==> src/rtl/mdu_pkg.sv <==
`timescale 1ns/1ps
`default_nettype none
// ============================================================================
// Module   : mdu_pkg
// Purpose  : Shared definitions for the iterative multiply/divide unit:
//            MD op encodings, FSM state encoding and op-class decode helpers.
// Ports    : none (package)
// Revision : 1.0 - initial release
// ============================================================================
package mdu_pkg;

  localparam logic [3:0] MD_MULT  = 4'h0;
  localparam logic [3:0] MD_MULTU = 4'h1;
  localparam logic [3:0] MD_DIV   = 4'h2;
  localparam logic [3:0] MD_DIVU  = 4'h3;
  localparam logic [3:0] MD_MADD  = 4'h4;
  localparam logic [3:0] MD_MADDU = 4'h5;
  localparam logic [3:0] MD_MSUB  = 4'h6;
  localparam logic [3:0] MD_MSUBU = 4'h7;
  localparam logic [3:0] MD_MTHI  = 4'h8;
  localparam logic [3:0] MD_MTLO  = 4'h9;

  typedef enum logic [1:0] {
    IDLE = 2'd0,
    MUL  = 2'd1,
    DIV  = 2'd2,
    FIX  = 2'd3
  } mdu_state_e;

  // Ops that occupy the fixed-latency multiplier path.
  function automatic logic is_mul(input logic [3:0] op);
    return (op == MD_MULT) || (op == MD_MULTU) || (op == MD_MADD) ||
           (op == MD_MADDU) || (op == MD_MSUB) || (op == MD_MSUBU);
  endfunction

  function automatic logic is_div(input logic [3:0] op);
    return (op == MD_DIV) || (op == MD_DIVU);
  endfunction

  // Ops whose operands are interpreted as two's complement.
  function automatic logic is_signed_op(input logic [3:0] op);
    return (op == MD_MULT) || (op == MD_MADD) || (op == MD_MSUB) ||
           (op == MD_DIV);
  endfunction

endpackage
`default_nettype wire

==> src/rtl/mdu_div_core.sv <==
`timescale 1ns/1ps
`default_nettype none
// ============================================================================
// Module   : mdu_div_core
// Purpose  : Unsigned iterative restoring divider, one quotient bit per step.
// Ports    : clk, reset      - clock, synchronous active-high reset
//            load            - capture dividend/divisor, clear state
//            step            - perform one restoring iteration
//            dividend/divisor- unsigned operands (sampled on load)
//            quotient        - quotient register
//            remainder       - partial/final remainder
//            done            - high once WIDTH steps have completed
// Revision : 1.0 - initial release
// ============================================================================
module mdu_div_core #(
  parameter int WIDTH = 32,
  parameter int CNT_W = 6
) (
  input  logic             clk,
  input  logic             reset,
  input  logic             load,
  input  logic             step,
  input  logic [WIDTH-1:0] dividend,
  input  logic [WIDTH-1:0] divisor,
  output logic [WIDTH-1:0] quotient,
  output logic [WIDTH-1:0] remainder,
  output logic             done
);

  logic [WIDTH-1:0] dvsr;
  logic [CNT_W-1:0] steps;
  logic [WIDTH:0]   shifted;
  logic [WIDTH:0]   trial;

  // The next dividend bit is shifted in from the top of the quotient
  // register, which initially holds the dividend itself.
  always_comb begin
    shifted = {remainder, quotient[WIDTH-1]};
    trial   = shifted - {1'b0, dvsr};
  end

  always_ff @(posedge clk) begin
    if (reset) begin
      dvsr      <= '0;
      quotient  <= '0;
      remainder <= '0;
      steps     <= '0;
      done      <= 1'b0;
    end else if (load) begin
      dvsr      <= divisor;
      quotient  <= dividend;
      remainder <= '0;
      steps     <= '0;
      done      <= 1'b0;
    end else if (step) begin
      // trial[WIDTH] is the borrow: clear means the subtraction fits.
      if (!trial[WIDTH]) begin
        remainder <= trial[WIDTH-1:0];
        quotient  <= {quotient[WIDTH-2:0], 1'b1};
      end else begin
        remainder <= shifted[WIDTH-1:0];
        quotient  <= {quotient[WIDTH-2:0], 1'b0};
      end
      steps <= steps + 1'b1;
      done  <= (steps == CNT_W'(WIDTH - 1));
    end
  end

endmodule
`default_nettype wire

==> src/rtl/mdu_iter.sv <==
`timescale 1ns/1ps
`default_nettype none
// ============================================================================
// Module   : mdu_iter
// Purpose  : Multiply/divide unit with HI/LO for the E stage. Fixed-latency
//            behavioural multiply (with multiply-accumulate), iterative
//            restoring divide, cancel for exception flush.
// Ports    : clk, reset  - clock, synchronous active-high reset
//            start, op   - valid MD op and its encoding (mdu_pkg)
//            src_a/src_b - rs/rt operands (src_a is mthi/mtlo data)
//            cancel      - abort in-flight op, discard result
//            hi, lo      - architectural HI/LO registers
//            busy        - registered, high while an op is in flight
// Revision : 1.0 - initial release
// ============================================================================
module mdu_iter
  import mdu_pkg::*;
#(
  parameter int WIDTH   = 32,
  parameter int MUL_LAT = 5,
  parameter int CNT_W   = 6
) (
  input  logic             clk,
  input  logic             reset,
  input  logic             start,
  input  logic [3:0]       op,
  input  logic [WIDTH-1:0] src_a,
  input  logic [WIDTH-1:0] src_b,
  input  logic             cancel,
  output logic [WIDTH-1:0] hi,
  output logic [WIDTH-1:0] lo,
  output logic             busy
);

  generate
    if (MUL_LAT < 1) begin : g_bad_mul_lat
      $error("mdu_iter: MUL_LAT must be at least 1");
    end
    if ((2 ** CNT_W) <= ((MUL_LAT > WIDTH + 1) ? MUL_LAT : WIDTH + 1)) begin : g_bad_cnt_w
      $error("mdu_iter: CNT_W too small for MUL_LAT/WIDTH");
    end
  endgenerate

  mdu_state_e state, state_n;

  logic [CNT_W-1:0] cnt;
  logic [3:0]       op_q;
  logic [WIDTH-1:0] a_q, b_q;
  logic             q_neg, r_neg, div_zero;

  logic accept_mul, accept_div, wr_hi, wr_lo;
  logic div_step, mul_commit, div_commit;

  logic [WIDTH-1:0] div_quo, div_rem;
  logic             div_done;

  // --------------------------------------------------------------------------
  // FSM
  // --------------------------------------------------------------------------
  always_ff @(posedge clk) begin
    if (reset) begin
      state <= IDLE;
      busy  <= 1'b0;
    end else begin
      state <= state_n;
      busy  <= (state_n != IDLE);
    end
  end

  always_comb begin
    state_n    = state;
    accept_mul = 1'b0;
    accept_div = 1'b0;
    wr_hi      = 1'b0;
    wr_lo      = 1'b0;
    div_step   = 1'b0;
    mul_commit = 1'b0;
    div_commit = 1'b0;
    case (state)
      IDLE: begin
        // Cancel in the same cycle as start suppresses every op, mthi/mtlo too.
        if (start && !cancel) begin
          if (is_mul(op)) begin
            accept_mul = 1'b1;
            state_n    = MUL;
          end else if (is_div(op)) begin
            accept_div = 1'b1;
            state_n    = DIV;
          end else if (op == MD_MTHI) begin
            wr_hi = 1'b1;
          end else if (op == MD_MTLO) begin
            wr_lo = 1'b1;
          end
        end
      end
      MUL: begin
        if (cancel) begin
          state_n = IDLE;
        end else if (cnt == '0) begin
          mul_commit = 1'b1;
          state_n    = IDLE;
        end
      end
      DIV: begin
        if (cancel) begin
          state_n = IDLE;
        end else begin
          div_step = 1'b1;
          if (cnt == '0) state_n = FIX;
        end
      end
      FIX: begin
        state_n    = IDLE;
        div_commit = !cancel && !div_zero && div_done;
      end
      default: state_n = IDLE;
    endcase
  end

  // --------------------------------------------------------------------------
  // Divide operand conditioning: the core only sees magnitudes.
  // --------------------------------------------------------------------------
  logic             div_signed;
  logic [WIDTH-1:0] abs_a, abs_b;

  always_comb begin
    div_signed = (op == MD_DIV);
    abs_a      = (div_signed && src_a[WIDTH-1]) ? -src_a : src_a;
    abs_b      = (div_signed && src_b[WIDTH-1]) ? -src_b : src_b;
  end

  mdu_div_core #(
    .WIDTH (WIDTH),
    .CNT_W (CNT_W)
  ) u_div_core (
    .clk       (clk),
    .reset     (reset),
    .load      (accept_div),
    .step      (div_step),
    .dividend  (abs_a),
    .divisor   (abs_b),
    .quotient  (div_quo),
    .remainder (div_rem),
    .done      (div_done)
  );

  // --------------------------------------------------------------------------
  // Multiply / accumulate result. All arithmetic is modulo 2^(2*WIDTH), so a
  // 2*WIDTH-bit product of extended operands is exact for both signednesses.
  // --------------------------------------------------------------------------
  logic [2*WIDTH-1:0] ext_a, ext_b, product, hilo, mul_result;
  logic [WIDTH-1:0]   quo_fix, rem_fix;

  always_comb begin
    ext_a   = is_signed_op(op_q) ? {{WIDTH{a_q[WIDTH-1]}}, a_q} : {{WIDTH{1'b0}}, a_q};
    ext_b   = is_signed_op(op_q) ? {{WIDTH{b_q[WIDTH-1]}}, b_q} : {{WIDTH{1'b0}}, b_q};
    product = ext_a * ext_b;
    hilo    = {hi, lo};
    case (op_q)
      MD_MADD, MD_MADDU: mul_result = hilo + product;
      MD_MSUB, MD_MSUBU: mul_result = hilo - product;
      default:           mul_result = product;
    endcase
    // Negating MIN yields MIN, which gives MIN/-1 its defined result.
    quo_fix = q_neg ? -div_quo : div_quo;
    rem_fix = r_neg ? -div_rem : div_rem;
  end

  // --------------------------------------------------------------------------
  // Datapath and HI/LO
  // --------------------------------------------------------------------------
  always_ff @(posedge clk) begin
    if (reset) begin
      hi       <= '0;
      lo       <= '0;
      cnt      <= '0;
      op_q     <= '0;
      a_q      <= '0;
      b_q      <= '0;
      q_neg    <= 1'b0;
      r_neg    <= 1'b0;
      div_zero <= 1'b0;
    end else begin
      if (accept_mul) begin
        cnt  <= CNT_W'(MUL_LAT - 1);
        op_q <= op;
        a_q  <= src_a;
        b_q  <= src_b;
      end else if (accept_div) begin
        cnt      <= CNT_W'(WIDTH - 1);
        op_q     <= op;
        q_neg    <= div_signed && (src_a[WIDTH-1] ^ src_b[WIDTH-1]);
        r_neg    <= div_signed && src_a[WIDTH-1];
        div_zero <= (src_b == '0);
      end else if ((state == MUL || state == DIV) && cnt != '0) begin
        cnt <= cnt - 1'b1;
      end

      if (wr_hi) hi <= src_a;
      if (wr_lo) lo <= src_a;

      if (mul_commit) begin
        {hi, lo} <= mul_result;
      end else if (div_commit) begin
        hi <= rem_fix;
        lo <= quo_fix;
      end
    end
  end

endmodule
`default_nettype wire

==> config.mk <==
export PLATFORM = sky130hd
export DESIGN_NAME = mdu_iter
export DESIGN_NICKNAME = d
export VERILOG_FILES = /design/src/rtl/mdu_pkg.sv /design/src/rtl/mdu_div_core.sv /design/src/rtl/mdu_iter.sv
export SDC_FILE = /design/constraint.sdc
export NUM_CORES = 2
export LEC_CHECK = 0
export ABC_AREA = 1
export CORE_MARGIN = 2
export CORE_UTILIZATION = 45
export CTS_CLUSTER_SIZE = 20
export DETAILED_ROUTE_END_ITERATION = 8
export PLACE_DENSITY = 0.58
export SLEW_MARGIN = 20
export SYNTH_ARGS = -nofsm -noshare
export SYNTH_HDL_FRONTEND = slang
export SYNTH_SLANG_ARGS = --single-unit
==> constraint.sdc <==
create_clock -name clk -period 16.3 [get_ports clk]
set_clock_uncertainty 0.05 [all_clocks]
set_input_delay 3.26 -clock clk [delete_from_list [all_inputs] [get_ports clk]]
set_output_delay 3.26 -clock clk [all_outputs]
set_load 0.01 [all_outputs]
==> reports/qor.yml <==
yosys:
  syn-cell-area_mm2: 0.0704
  synth_seq_cells: 247
  ys_types: 68
  ys.flop_type: "dfxtp_1"
  yosysSeqAreaShare_pct: 7.03
  synth_area_per_cell_um2: 7.50
  synth_top_cell_area_share_pct: 40.6
  yosysWarnings: 0
  synthTopCellsByArea: "fa_1, inv_1, nand2_1"
  syn_inst: 9383
  synthArstFlopShare_pct: 0
  syn_nets: 11300
  synth_edf_count: 0
  synthDominantAreaCellType: "fa_1"
drt:
  avgRoutedWirePerCell_um: 23.3
  drcViolationCount: 0
  drt_pass1_iterations: 8
  vias: 61200
  ant_nets: 0
  viasPerCell: 5.38
  first_iter_violations: 5350
  finalWirelength_um: 266000
place:
  dp_slack_ns: 2.40
  place_area_mm2: 0.0738
  place_congestion: 1.01
  portBuffers: 136
  dpl.hpwl_um: 225000
clocking:
  cts_tree: "done"
  cts_sinks: 247
  cts_root_buffer: "clkbuf_16"
  clock_tree.buffer_depth: 3
  ctsResizeCount: 0
  clk_latency_ns: 0.63
  hold_buffers: 0
  cts_made_buffers: 38
  clk_pin_slew_ns: 0.06
  cts-htree-levels: 2
  post_cts_buffers: 0
global_routing:
  grt.overflow.total: 0
  grt_pass1_wl_um: 399000
  antenna_found_initial: 20
  grt_max_degree: 88
  track_usage_pct: 33.8
  grt_pass1_vias: 62000
sta:
  setup_viol: 0
  worstMarginPinSlew_ns: 1.16
  final_hold_viol_count: 0
  finalSetupTns_ns: 0
  period_needed_ns: 14.02
  fin_ws_ns: 2.28
  fmax_mhz: 71.3
  timing.final.crit_share_pct: 86.0
  slew_headroom_pct: 22.7
  drv_slew: 0
  rsz0062_at_grt: "false"
finish:
  fin_area_mm2: 0.0752
  fillCellCount: 15700
  final_nets: 11200
  fin_util_pct: 48.3
  drive_above_1_share_pct: 3.89
  syn2layout_area_growth_pct: 6.88
critical_path:
  endpoint_kind: "register"
  crit_top_cell: "nand2_1"
  cp.required_ns: 16.74
  path_buf_inv: 11
  critPathTopFamily: "adder cells"
  path_max_fanout: 28
  cp.arrival_ns: 14.46
  start_kind: "register"
  cp_slowest_cell: "nor2_1"
  worst-setup-path-type: "reg -> reg"
  slowest_delay_ns: 0.65
die:
  core_mm2: 0.156
  fp.dieH_um: 399
  die_w_um: 399
  initial_core_util_pct: 45.2
  die_area_mm2: 0.160
  rows: 145
  io-pin-count: 137
power:
  p_leak_nw: 41.1
  ir_worst_vdd_uv: 74.7
  power_density_mw_per_mm2: 41.4
status:
  status: "finished, final reports clean"
min_path:
  hp-class: "reg -> reg"
run:
  maxCapViolations: 0
-- cell usage after synthesis (5+ instances only) --
master / count
nor3_2: 16
buf_1: 15
a21oi_1: 470
inv_1: 2489
nor2_1: 448
nand2_2: 19
a21o_1: 18
nor2_2: 26
o21a_1: 16
nand3b_1: 18
inv_2: 20
nand3_2: 14
a31oi_1: 45
o21ai_1: 21
xnor2_1: 47
nand3_1: 252
nor4_1: 24
o31ai_1: 8
or2_2: 37
nand2_1: 2025
fa_1: 1426
o32ai_1: 12
and2_1: 5
a32o_1: 6
clkinv_1: 5
a21boi_0: 5
dfxtp_1: 247
o211ai_1: 70
ha_1: 408
nand4_1: 48
xor2_1: 134
o21bai_1: 16
clkbuf_1: 374
o21ai_0: 418
nor3_1: 74
o22ai_1: 45
-- where the power goes --
| group | leakage (nW) | internal [mW] | switching, mW | total [mW] |
|---|---|---|---|---|
| Sequential | 2.00 | 0.622 | 0.0281 | 0.650 |
| Clock | 0.674 | 0.583 | 0.384 | 0.968 |
| Combinational | 38.4 | 0.445 | 1.05 | 1.50 |
-- worst reg2reg max path: cells and delay by family (launching register included) --
family | cells | cell delay [ns]
simple gates | 23 | 4.16
fa+ha+maj | 12 | 6.13
flops | 1 | 0.33
buf+inv | 11 | 1.42
compound gates | 8 | 1.59
xor+xnor | 1 | 0.19
-- sequential cells by signal (all words and copies together) (netlist names) --
| name | count |
|---|---|
| a_q | 32 |
| b_q | 32 |
| hi | 32 |
| lo | 32 |
| u_div_core.dvsr | 32 |
| u_div_core.quotient | 32 |
| u_div_core.remainder | 32 |
| cnt | 6 |
| u_div_core.steps | 6 |
| op_q | 4 |
| state | 2 |
| busy | 1 |
| div_zero | 1 |
| q_neg | 1 |
| r_neg | 1 |
| u_div_core.done | 1 |
-- worst paths after layout --
check,from,endpoint,slack (ns),cells after the start
worst max register to register,op_q[0],hi[31],2.28,55
worst max-delay path,op_q[0],hi[31],2.28,55
worst min register to register,a_q[22],a_q[22],0.40,2
worst min-delay path,a_q[22],a_q[22],0.40,2
-- layer usage --
layer	GRT usage (%)	wire length [µm]	part of all wire, %	vias to the layer above
li1	-	-	-	27600
met1	46.1	112000	42	30800
met2	54.8	123000	46	2340
met3	5.21	20100	7.6	426
met4	11.1	10400	3.9	6
met5	0	38	0.014	-
-- through the flow --
step	std cells	hold slack, ns	power (mW)
CTS	11400	0.396	3.10
floorplan	9383	0.368	1.60
finish	11400	0.396	3.11
global placement	11300	0.382	2.13
global route	11400	0.412	3.27
detailed placement	11300	0.382	2.13
-- cells by family after synthesis --
group	synth area share [%]
simple gates	17.9
buf+inv	15.5
fa+ha+maj	47.8
compound gates	9.27
flops	7.03
xor+xnor	2.47
-- layout by cell type (no fill, tap or decap), types with 9 or more instances in the layout --
| cell | count |
|---|---|
| a21o_1 | 18 |
| a21oi_1 | 470 |
| a31oi_1 | 45 |
| buf_4 | 120 |
| clkbuf_16 | 38 |
| clkbuf_8 | 9 |
| clkdlybuf4s50_1 | 136 |
| dfxtp_1 | 247 |
| diode_2 | 9 |
| fa_1 | 1426 |
| ha_1 | 408 |
| inv_1 | 2486 |
| inv_2 | 24 |
| nand2_1 | 2024 |
| nand2_2 | 19 |
| nand3_1 | 250 |
| nand3_2 | 16 |
| nand3b_1 | 18 |
| nand4_1 | 48 |
| nor2_1 | 443 |
| nor2_2 | 29 |
| nor3_1 | 74 |
| nor3_2 | 16 |
| nor4_1 | 24 |
| o211ai_1 | 70 |
| o21a_1 | 16 |
| o21ai_0 | 418 |
| o21ai_1 | 21 |
| o21bai_1 | 16 |
| o22ai_1 | 45 |
| o32ai_1 | 12 |
| or2_2 | 37 |
| xnor2_1 | 47 |
| xor2_1 | 132 |
-- layout make-up --
| class | instances | area, µm² | share of cell area [%] |
|---|---|---|---|
| antenna | 9 | 22.5 | 0.0299 |
| tap | 2058 | 2570 | 3.42 |
| clock inverter | 15 | 307 | 0.408 |
| multi-input combinational | 6229 | 54600 | 72.5 |
| sequential | 247 | 4940 | 6.58 |
| inverter | 2516 | 9450 | 12.6 |
| clock buffer | 50 | 1090 | 1.44 |
| timing repair buffer | 256 | 2260 | 3.01 |
Power figures use the tool's default switching activity.
